**src/rtl/flash_responder.sv**
```systemverilog
// rtl/flash_responder.sv - fixed-latency flash read responder in front of a synchronous ROM
//
// Purpose: accepts single-word flash reads after a programmable stall and
// fetches in-range words from a backing synchronous ROM. Each response
// returns exactly READ_LATENCY cycles after its acceptance cycle, in order.
//
// Ports:
//   clk, rst           - clock, synchronous active-high reset
//   flsh_read          - read request
//   flsh_address       - 23-bit word address (sampled only on acceptance)
//   flsh_byteenable    - byte lanes to return (sampled only on acceptance)
//   flsh_waitrequest   - command stall
//   flsh_readdata      - response word, zero whenever flsh_readdatavalid is low
//   flsh_readdatavalid - one-cycle response strobe
//   mem_address        - ROM word address
//   mem_read           - ROM read strobe
//   mem_readdata       - ROM data, valid the cycle after mem_read
//   reads_served       - saturating count of responses delivered
//   range_errors       - saturating count of out-of-range commands accepted

`timescale 1ns/1ps

module flash_responder #(
    parameter int WAIT_STATES  = 2,
    parameter int READ_LATENCY = 3,
    parameter int MAX_PENDING  = 4,
    parameter int MEM_AW       = 16
) (
    input  logic              clk,
    input  logic              rst,
    input  logic              flsh_read,
    input  logic [22:0]       flsh_address,
    input  logic [3:0]        flsh_byteenable,
    output logic              flsh_waitrequest,
    output logic [31:0]       flsh_readdata,
    output logic              flsh_readdatavalid,
    output logic [MEM_AW-1:0] mem_address,
    output logic              mem_read,
    input  logic [31:0]       mem_readdata,
    output logic [15:0]       reads_served,
    output logic [7:0]        range_errors
);

    localparam int CNT_W = (WAIT_STATES > 0) ? $clog2(WAIT_STATES + 1) : 1;
    localparam int OUT_W = $clog2(MAX_PENDING + 1);

    typedef enum logic [1:0] {IDLE, WAIT, READY} state_t;

    state_t                state;
    logic [CNT_W-1:0]      wait_cnt;
    logic [OUT_W-1:0]      outstanding;
    logic                  accept;
    logic                  in_range;

    // vld[k] marks the command accepted k cycles ago
    logic [READ_LATENCY:1] vld;
    logic [3:0]            s1_be;
    logic                  s1_in_range;
    logic [3:0]            s2_be;
    logic                  s2_in_range;
    logic [31:0]           s2_word;
    logic [31:0]           resp_word;

    // Stall depends only on registered state so the initiator never sees a
    // combinational loop through flsh_read.
    assign flsh_waitrequest = (state != READY) || (outstanding == OUT_W'(MAX_PENDING));
    assign accept           = (state == READY) && flsh_read && !flsh_waitrequest;
    assign in_range         = (flsh_address >> MEM_AW) == 23'd0;

    always_ff @(posedge clk) begin
        if (rst) begin
            state    <= IDLE;
            wait_cnt <= '0;
        end else begin
            case (state)
                IDLE: begin
                    if (flsh_read) begin
                        if (WAIT_STATES == 0) begin
                            state <= READY;
                        end else begin
                            state    <= WAIT;
                            wait_cnt <= CNT_W'(WAIT_STATES);
                        end
                    end
                end
                WAIT: begin
                    if (!flsh_read) begin
                        state    <= IDLE;
                        wait_cnt <= '0;
                    end else if (wait_cnt == CNT_W'(1)) begin
                        state    <= READY;
                        wait_cnt <= '0;
                    end else begin
                        wait_cnt <= wait_cnt - CNT_W'(1);
                    end
                end
                READY: begin
                    // Returning to IDLE after every acceptance guarantees the
                    // minimum stall for the next command.
                    if (!flsh_read || accept) begin
                        state <= IDLE;
                    end
                end
                default: begin
                    state    <= IDLE;
                    wait_cnt <= '0;
                end
            endcase
        end
    end

    // Stage 1 (acceptance + 1): ROM access. Stage 2: ROM data arrives.
    always_ff @(posedge clk) begin
        if (rst) begin
            vld         <= '0;
            mem_read    <= 1'b0;
            mem_address <= '0;
            s1_be       <= '0;
            s1_in_range <= 1'b0;
            s2_be       <= '0;
            s2_in_range <= 1'b0;
        end else begin
            vld      <= {vld[READ_LATENCY-1:1], accept};
            mem_read <= accept && in_range;
            if (accept) begin
                mem_address <= flsh_address[MEM_AW-1:0];
                s1_be       <= flsh_byteenable;
                s1_in_range <= in_range;
            end
            s2_be       <= s1_be;
            s2_in_range <= s1_in_range;
        end
    end

    // Response word is formed as soon as the ROM data is present, then delayed.
    always_comb begin
        s2_word = s2_in_range ? mem_readdata : 32'hDEADBEEF;
        for (int i = 0; i < 4; i++) begin
            if (!s2_be[i]) begin
                s2_word[8*i +: 8] = 8'h00;
            end
        end
    end

    generate
        if (READ_LATENCY == 2) begin : g_direct
            assign resp_word = s2_word;
        end else begin : g_delay
            logic [31:0] word_pipe [READ_LATENCY-2];

            always_ff @(posedge clk) begin
                if (rst) begin
                    for (int i = 0; i < READ_LATENCY - 2; i++) begin
                        word_pipe[i] <= '0;
                    end
                end else begin
                    word_pipe[0] <= s2_word;
                    for (int i = 1; i < READ_LATENCY - 2; i++) begin
                        word_pipe[i] <= word_pipe[i-1];
                    end
                end
            end

            assign resp_word = word_pipe[READ_LATENCY-3];
        end
    endgenerate

    assign flsh_readdatavalid = vld[READ_LATENCY];
    assign flsh_readdata      = vld[READ_LATENCY] ? resp_word : 32'h0;

    always_ff @(posedge clk) begin
        if (rst) begin
            outstanding  <= '0;
            reads_served <= '0;
            range_errors <= '0;
        end else begin
            case ({accept, flsh_readdatavalid})
                2'b10:   outstanding <= outstanding + OUT_W'(1);
                2'b01:   outstanding <= outstanding - OUT_W'(1);
                default: outstanding <= outstanding;
            endcase
            if (flsh_readdatavalid && reads_served != 16'hFFFF) begin
                reads_served <= reads_served + 16'd1;
            end
            if (accept && !in_range && range_errors != 8'hFF) begin
                range_errors <= range_errors + 8'd1;
            end
        end
    end

endmodule

```
**config.mk**
```make
export PLATFORM = sky130hd
export DESIGN_NAME = flash_responder
export DESIGN_NICKNAME = d
export VERILOG_FILES = /design/src/rtl/flash_responder.sv
export SDC_FILE = /design/constraint.sdc
export NUM_CORES = 1
export LEC_CHECK = 0
export CAP_MARGIN = 30
export CORE_ASPECT_RATIO = 1.4
export CORE_MARGIN = 3
export CORE_UTILIZATION = 44
export DETAILED_ROUTE_END_ITERATION = 6
export GPL_TIMING_DRIVEN = 1
export PLACE_DENSITY = 0.8
export SLEW_MARGIN = 10
export SYNTH_ARGS = -nofsm -noshare
export SYNTH_HDL_FRONTEND = slang
export SYNTH_SLANG_ARGS = --single-unit
```
**constraint.sdc**
```tcl
create_clock -name clk -period 3.3 [get_ports clk]
set_clock_uncertainty 0.15 [all_clocks]
set_input_delay 0.66 -clock clk [delete_from_list [all_inputs] [get_ports clk]]
set_output_delay 0.66 -clock clk [all_outputs]
set_load 0.02 [all_outputs]
```
==> out/summary.log, run 1 <==
qor: status.run_status complete, no violations
qor: clocking.cts_sinks 93
qor: setup_path.crit_path_cell_trace and2_1 -> clkdlybuf4s50_1
qor: yosys.synth-seq-cells 93
qor: sta.final.setup.worst_slack 422 ps
qor: routing.vias 3237
qor: sta.fin_setup_tns 0 ps
qor: setup_path.worst-endpoint-arrival 2070 ps
qor: clocking.post_cts_setup_driven_buffer_insertion_count 0
qor: routing.drtIter0Drc 133
qor: sta.grt_setup_unrepaired no
qor: sta.report.final.slew_viol_count 0
qor: yosys.number_of_enable_type_register_cells_in_the_synthesized_netlist 0
qor: setup_path.crit_buf_inv 1
qor: clocking.cts_buffer_depth 2
qor: die.i_o_pins 137
qor: setup_path.critical_path_fanout_max 34
qor: sta.worstMarginPinSlew 830 ps
qor: routing.length_of_the_first_detailed_routing_pass_in_iterations 4
qor: sta.fmax 347 MHz
qor: global_routing.grt_start_max_net_pins 35
qor: place.finalWeightedCongestion 0.846
qor: yosys.synth-async-reset-ratio 0
qor: setup_path.cp_slowest_cell sky130_fd_sc_hd__dfxtp_1
qor: routing.ant_nets 0
qor: cells_and_area.post-route-util 0.670
qor: die.floorplan.die.width 82.9 um
qor: global_routing.number_of_global_route_vias_before_repair 3131
qor: die.fp.coreArea 7890 sq um
qor: global_routing.wire_length_of_the_first_global_routing_pass 14100 um
qor: clocking.insertion_delay 350 ps
qor: sta.finish_stage_setup_viols 0
qor: clocking.cts_hold_buffers 0
qor: die.die_outline_area 9430 sq um
qor: routing.wirelength 8600 um
qor: clocking.cts_resized 0
qor: setup_path.critical_path_class flop to primary output
qor: power.power_leakage 2.01 nW
qor: routing.vias_per_cell 4.90
qor: sta.relSlewSlack 0.446
qor: sta.layout_worst_path_cycle_share 0.872
qor: yosys.average_cell_area_after_synthesis 8.60 sq um
qor: place.buffer_ports.inserted 136
qor: power.peakVddDrop 0.232 mV
qor: yosys.synth_fp_nets 491
qor: setup_path.sort_of_element_at_the_start_of_the_critical_path flop
qor: setup_path.crit_required 2490 ps
qor: yosys.ys_seq_area_frac 0.510
qor: cells_and_area.syn_to_final_growth 44.9%
qor: min_path.timing.hold.worst.class flop to flop
qor: yosys.synth_top_flop_cell sky130_fd_sc_hd__dfxtp_1
qor: die.floorplan.initialDensity 0.462
qor: clocking.cts.clk_slew.worst_paths 80 ps
qor: clocking.cts_tree done
qor: yosys.yosysWarningCount 0
qor: cells_and_area.antenna_cells 0
qor: clocking.htree_num_levels 3
qor: global_routing.antenna_found_initial 0
qor: die.number_of_rows_created_at_floorplan 38
qor: job.timing.max_cap.violations 0
qor: setup_path.worst_path_largest_cell_delay 850 ps
qor: cells_and_area.design.final.nets 623
qor: sta.report.final.hold_viol_count 0
qor: routing.routed_wire_length_per_instance 13.0 um
qor: yosys.netlist_instances 424
qor: setup_path.worst_setup_path_end_kind primary output
qor: clocking.cts-buffers-inserted 9
qor: place.place_worst_setup_slack 476 ps
qor: routing.detail_route.drc_violations 0
qor: setup_path.crit_family flip-flops
qor: clocking.clk_root_buffer_cell sky130_fd_sc_hd__clkbuf_8
qor: place.detailedPlacementHpwl 6360 um
qor: global_routing.total_grt_overflow 0
qor: sta.min_period 2880 ps
qor: yosys.yosysUniqueCellTypes 37
qor: power.power_per_cell_area 374 nW/um^2
qor: global_routing.grt.total_usage 0.181
qor: die.die_y 114 um
qor: yosys.netlist_area 3650 sq um
qor: cells_and_area.drive_above_1_share 0.0518
stage by stage:
| stage | total power, W | cells | hold WS [ps] | cell area, sq um |
|---|---|---|---|---|
| floorplan | 0.00117 | 424 | 264 | 3650 |
| global placement | 0.00125 | 645 | 269 | 5090 |
| detailed placement | 0.00125 | 645 | 280 | 5090 |
| CTS | 0.00200 | 660 | 297 | 5290 |
| global route | 0.00205 | 660 | 318 | 5290 |
| finish | 0.00198 | 660 | 295 | 5290 |
Yosys cell counts, types with 2 or more instances:
| cell type | count | area share |
|---|---|---|
| sky130_fd_sc_hd__nand3_1 | 9 | 0.012 |
| sky130_fd_sc_hd__xnor2_1 | 6 | 0.014 |
| sky130_fd_sc_hd__inv_1 | 30 | 0.031 |
| sky130_fd_sc_hd__buf_2 | 4 | 0.0055 |
| sky130_fd_sc_hd__or3_1 | 7 | 0.012 |
| sky130_fd_sc_hd__xor2_1 | 10 | 0.024 |
| sky130_fd_sc_hd__clkbuf_1 | 16 | 0.016 |
| sky130_fd_sc_hd__nand3b_1 | 2 | 0.0041 |
| sky130_fd_sc_hd__nand2b_1 | 5 | 0.0086 |
| sky130_fd_sc_hd__nor3b_1 | 2 | 0.0041 |
| sky130_fd_sc_hd__nor2_1 | 29 | 0.030 |
| sky130_fd_sc_hd__nand2_1 | 54 | 0.056 |
| sky130_fd_sc_hd__and4_1 | 4 | 0.0096 |
| sky130_fd_sc_hd__dfxtp_1 | 93 | 0.51 |
| sky130_fd_sc_hd__and3_1 | 8 | 0.014 |
| sky130_fd_sc_hd__nand4_1 | 10 | 0.017 |
| sky130_fd_sc_hd__a21oi_1 | 57 | 0.078 |
| sky130_fd_sc_hd__and2_1 | 33 | 0.057 |
| sky130_fd_sc_hd__nor4_1 | 2 | 0.0034 |
| sky130_fd_sc_hd__a31oi_1 | 3 | 0.0051 |
| sky130_fd_sc_hd__o21ai_0 | 7 | 0.0096 |
| sky130_fd_sc_hd__nor2b_1 | 9 | 0.015 |
| sky130_fd_sc_hd__a211oi_1 | 2 | 0.0041 |
| sky130_fd_sc_hd__ha_1 | 4 | 0.014 |
| sky130_fd_sc_hd__nor3_1 | 6 | 0.0082 |
worst register-to-register path: cells and delay by family (launching register included):
family	cells	cell delay (ps)
AO/OA/AOI/OAI	1	150
XOR/XNOR	1	160
adder cells (fa/ha/maj)	2	560
buffers and inverters	2	370
flip-flops	1	850
AND/OR/NAND/NOR	1	310
power breakdown:
part / switching (W) / internal, W / leakage, nW
logic: 0.0000318 / 0.0000704 / 1.16
registers: 0.00000140 / 0.00112 / 0.749
clock network: 0.000365 / 0.000385 / 0.101
total: 0.000399 / 0.00158 / 2.01
per-layer routing:
layer / share of wire / up-vias / global-route usage
li1: - / 1657 / -
met1: 0.41 / 1469 / 0.194
met2: 0.51 / 104 / 0.332
met3: 0.068 / 7 / 0.0600
met4: 0.0088 / 0 / 0.0589
met5: 0 / - / 0
layout by cell type (no fill, tap or decap), types with 2 or more instances in the layout:
master,n
sky130_fd_sc_hd__a211oi_1,2
sky130_fd_sc_hd__a21oi_1,57
sky130_fd_sc_hd__a31oi_1,3
sky130_fd_sc_hd__and2_1,33
sky130_fd_sc_hd__and3_1,8
sky130_fd_sc_hd__and4_1,4
sky130_fd_sc_hd__buf_4,5
sky130_fd_sc_hd__clkbuf_8,11
sky130_fd_sc_hd__clkdlybuf4s50_1,135
sky130_fd_sc_hd__clkinv_2,2
sky130_fd_sc_hd__dfxtp_1,93
sky130_fd_sc_hd__ha_1,4
sky130_fd_sc_hd__inv_1,30
sky130_fd_sc_hd__nand2_1,54
sky130_fd_sc_hd__nand2b_1,5
sky130_fd_sc_hd__nand3_1,9
sky130_fd_sc_hd__nand3b_1,2
sky130_fd_sc_hd__nand4_1,10
sky130_fd_sc_hd__nor2_1,29
sky130_fd_sc_hd__nor2b_1,9
sky130_fd_sc_hd__nor3_1,6
sky130_fd_sc_hd__nor3b_1,2
sky130_fd_sc_hd__nor4_1,2
sky130_fd_sc_hd__o21ai_0,7
sky130_fd_sc_hd__or3_1,7
sky130_fd_sc_hd__xnor2_1,6
sky130_fd_sc_hd__xor2_1,10
worst paths after layout:
check | cells after the start | to | start | slack, ps
worst max register to register | 7 | outstanding[2]$_SDFFE_PP0P_ | vld[3]$_SDFF_PP0_ | 680
worst max-delay path | 2 | flsh_readdata[16] | vld[3]$_SDFF_PP0_ | 420
worst min-delay path | 1 | vld[3]$_SDFF_PP0_ | vld[2]$_SDFF_PP0_ | 290
worst min register to register | 1 | vld[3]$_SDFF_PP0_ | vld[2]$_SDFF_PP0_ | 290
state kept, by name (all words and copies together), names as in the netlist:
| name | cells |
|---|---|
| s2_be | 4 |
| mem_address | 16 |
| wait_cnt | 2 |
| state | 2 |
| range_errors | 8 |
| s2_in_range | 1 |
| outstanding | 3 |
| mem_read | 1 |
| g_delay.word_pipe | 32 |
| s1_in_range | 1 |
| reads_served | 16 |
| vld | 3 |
| s1_be | 4 |
logic make-up after synthesis:
kind of cell / count (synthesis) / share of synthesized area
DFF: 93 / 0.510
adders and majority gates: 5 / 0.0192
and+or+nand+nor: 188 / 0.275
xor gates and xnor gates: 16 / 0.0384
AOI/OAI and AO/OA: 71 / 0.102
muxes: 1 / 0.00274
buffers and inverters: 50 / 0.0528
cell type report:
class                      instances  area, sq um
clock buffer                      11          151
clock inverter                     4         47.5
fill                             698         2610
inverter                          30          113
multi-input combinational        281         1590
sequential                        93         1860
tap                              100          125
timing repair buffer             141         1390
(Power assumes the default switching activity.)
==> run 2: changes to the inputs <==
- GPL_TIMING_DRIVEN: 1 -> 0
- SETUP_SLACK_MARGIN: not set -> 0.02
- SLEW_MARGIN: 10 -> not set
==> run 2 against run 1 <==
Final area up 1.4%. Critical path depth up 2. Total power up 4.3%. Die area unchanged. Flip-flop and latch count unchanged. Register-to-register slack worse by 250 ps. Worst hold slack worse by 2.6 ps. Setup slack worse by 120 ps. Maximum frequency down 4.0%. First-iteration DRC count up 4.5%. Sequential share of layout area down 0.49 points. Final cell count up 2.4%.
==> out/summary.log, run 2 (synthesis gave the netlist of run 1 again) <==
qor: setup_path.critical_path_fanout_max 10 [-71%]
qor: cells_and_area.mostFrequentLayoutCells sky130_fd_sc_hd__clkdlybuf4s50_1 (136), sky130_fd_sc_hd__dfxtp_1 (93), sky130_fd_sc_hd__a21oi_1 (57)
qor: power.power_leakage 2.03 nW [+0.76%]
qor: sta.min_period 3000 ps [+119 ps]
qor: clocking.htree_num_levels 3 [unchanged]
qor: die.floorplan.initialDensity 0.462 [unchanged]
qor: routing.ant_nets 0 [unchanged]
qor: place.buffer_ports.inserted 136 [unchanged]
qor: place.detailedPlacementHpwl 7140 um [+12%]
qor: cells_and_area.largest-register g_delay.word_pipe
qor: routing.drtIter0Drc 139 [+4.5%]
qor: sta.fin_setup_tns 0 ps [unchanged]
qor: setup_path.crit_required 2490 ps [about the same]
qor: sta.report.final.hold_viol_count 0 [unchanged]
qor: cells_and_area.design.final.nets 638 [+2.4%]
qor: cells_and_area.largest_reg_flops 32 [unchanged]
qor: clocking.cts_buffer_depth 2 [unchanged]
qor: cells_and_area.drive_above_1_share 0.0451 [-0.00665]
qor: clocking.cts_hold_buffers 0 [unchanged]
qor: setup_path.worst-endpoint-arrival 2190 ps [+120 ps]
qor: clocking.post_cts_setup_driven_buffer_insertion_count 0 [unchanged]
qor: die.number_of_rows_created_at_floorplan 38 [unchanged]
qor: cells_and_area.syn_to_final_growth 47.0%
qor: routing.wirelength 9190 um [+6.8%]
qor: global_routing.grt_start_max_net_pins 15 [-57%]
qor: die.die_y 114 um [unchanged]
qor: sta.relSlewSlack 0.587 [+0.141]
qor: cells_and_area.mostFrequentLayoutCell sky130_fd_sc_hd__clkdlybuf4s50_1
qor: die.fp.coreArea 7890 sq um [unchanged]
qor: clocking.cts-buffers-inserted 9 [unchanged]
qor: sta.finish_stage_setup_viols 0 [unchanged]
qor: die.i_o_pins 137 [unchanged]
qor: clocking.cts_resized 0 [unchanged]
qor: sta.report.final.slew_viol_count 0 [unchanged]
qor: clocking.cts.clk_slew.worst_paths 80 ps [about the same]
qor: die.floorplan.die.width 82.9 um [unchanged]
qor: global_routing.antenna_found_initial 0 [unchanged]
qor: place.finalWeightedCongestion 0.846 [about the same]
qor: power.peakVddDrop 0.270 mV [+17%]
qor: routing.routed_wire_length_per_instance 13.6 um [+4.3%]
qor: setup_path.worst_setup_path_end_kind primary output
qor: routing.vias 3357 [+3.7%]
qor: clocking.cts_sinks 93 [unchanged]
qor: cells_and_area.antenna_cells 0 [unchanged]
qor: global_routing.wire_length_of_the_first_global_routing_pass 15000 um [+6.9%]
qor: global_routing.number_of_global_route_vias_before_repair 3265 [+4.3%]
qor: routing.length_of_the_first_detailed_routing_pass_in_iterations 4 [unchanged]
qor: global_routing.total_grt_overflow 0 [unchanged]
qor: sta.grt_setup_unrepaired no
qor: die.die_outline_area 9430 sq um [unchanged]
qor: routing.vias_per_cell 4.97 [+1.3%]
qor: clocking.cts_tree done
qor: power.power_per_cell_area 385 nW/um^2 [+2.8%]
qor: sta.worstMarginPinSlew 605 ps [-226 ps]
qor: job.timing.max_cap.violations 0 [unchanged]
qor: setup_path.sort_of_element_at_the_start_of_the_critical_path flop
qor: routing.detail_route.drc_violations 0 [unchanged]
qor: global_routing.grt.total_usage 0.194 [+0.0137]
qor: cells_and_area.top_regs g_delay.word_pipe: 32 flops, mem_address: 16 flops, reads_served: 16 flops
qor: clocking.insertion_delay 350 ps [about the same]
qor: sta.fmax 334 MHz [-4.0%]
qor: clocking.clk_root_buffer_cell sky130_fd_sc_hd__clkbuf_8
qor: min_path.timing.hold.worst.class flop to flop
qor: setup_path.critical_path_class flop to primary output
qor: power.finalPower 0.00206 W [+4.3%]
qor: cells_and_area.post-route-util 0.679 [+0.00951]
qor: status.run_status complete, no violations
qor: sta.layout_worst_path_cycle_share 0.908 [+0.0361]
[run 2: changes by cell type in the layout (fill, tap and decap cells not counted)]
| cell | before | now |
|---|---|---|
| sky130_fd_sc_hd__clkbuf_1 | 0 | 18 |
| sky130_fd_sc_hd__buf_4 | 5 | 0 |
| sky130_fd_sc_hd__buf_2 | 1 | 4 |
| sky130_fd_sc_hd__clkinv_2 | 2 | 0 |
| sky130_fd_sc_hd__bufinv_16 | 1 | 2 |
| sky130_fd_sc_hd__clkdlybuf4s50_1 | 135 | 136 |
[run 2: layout make-up]
| cell class | count | area, sq um |
|---|---|---|
| well taps | 100 | 125 |
| flip-flops and latches | 93 | 1860 |
| clock inverters | 3 | 67.6 |
| repair buffers | 136 | 1360 |
| inverters | 30 | 113 |
| plain buffers | 20 | 80.1 |
| clock buffers | 13 | 159 |
| fillers | 657 | 2530 |
| multi-input cells | 281 | 1590 |
[run 2: stage by stage]
step	setup WS (ps)	std cells	hold WS (ps)	instance area [sq um]
global placement	52.1	660	267	5130
detailed placement	0.716	660	280	5130
global route	160	676	302	5360
finish	303	676	292	5360
floorplan	780	424	264	3650
CTS	267	676	298	5360
[run 2: critical path, cell delays in order, from the launching register on]
cell	delay, ps
sky130_fd_sc_hd__dfxtp_1	420
sky130_fd_sc_hd__buf_2	260
sky130_fd_sc_hd__clkbuf_1	320
sky130_fd_sc_hd__and2_1	210
sky130_fd_sc_hd__clkdlybuf4s50_1	620
[run 2: where the power goes]
part	internal (W)	leakage, nW	switching [W]
Combinational	0.0000712	1.17	0.0000335
Clock	0.000469	0.110	0.000363
Sequential	0.00112	0.749	0.00000149
[run 2: per-layer routing]
layer | track usage | routed length [um] | share of wire
met2 | 0.366 | 4900 | 0.53
met3 | 0.0672 | 587 | 0.064
met5 | 0 | 0 | 0
met4 | 0.0534 | 87 | 0.0095
met1 | 0.204 | 3620 | 0.39
[run 2: final timing paths]
path / to / start / slack, ps / depth (start not counted)
worst min-delay path: vld[3]$_SDFF_PP0_ / vld[2]$_SDFF_PP0_ / 290 / 1
worst max register to register: outstanding[2]$_SDFFE_PP0P_ / outstanding[2]$_SDFFE_PP0P_ / 430 / 10
worst min register to register: vld[3]$_SDFF_PP0_ / vld[2]$_SDFF_PP0_ / 290 / 1
worst max-delay path: flsh_readdata[20] / vld[3]$_SDFF_PP0_ / 300 / 4
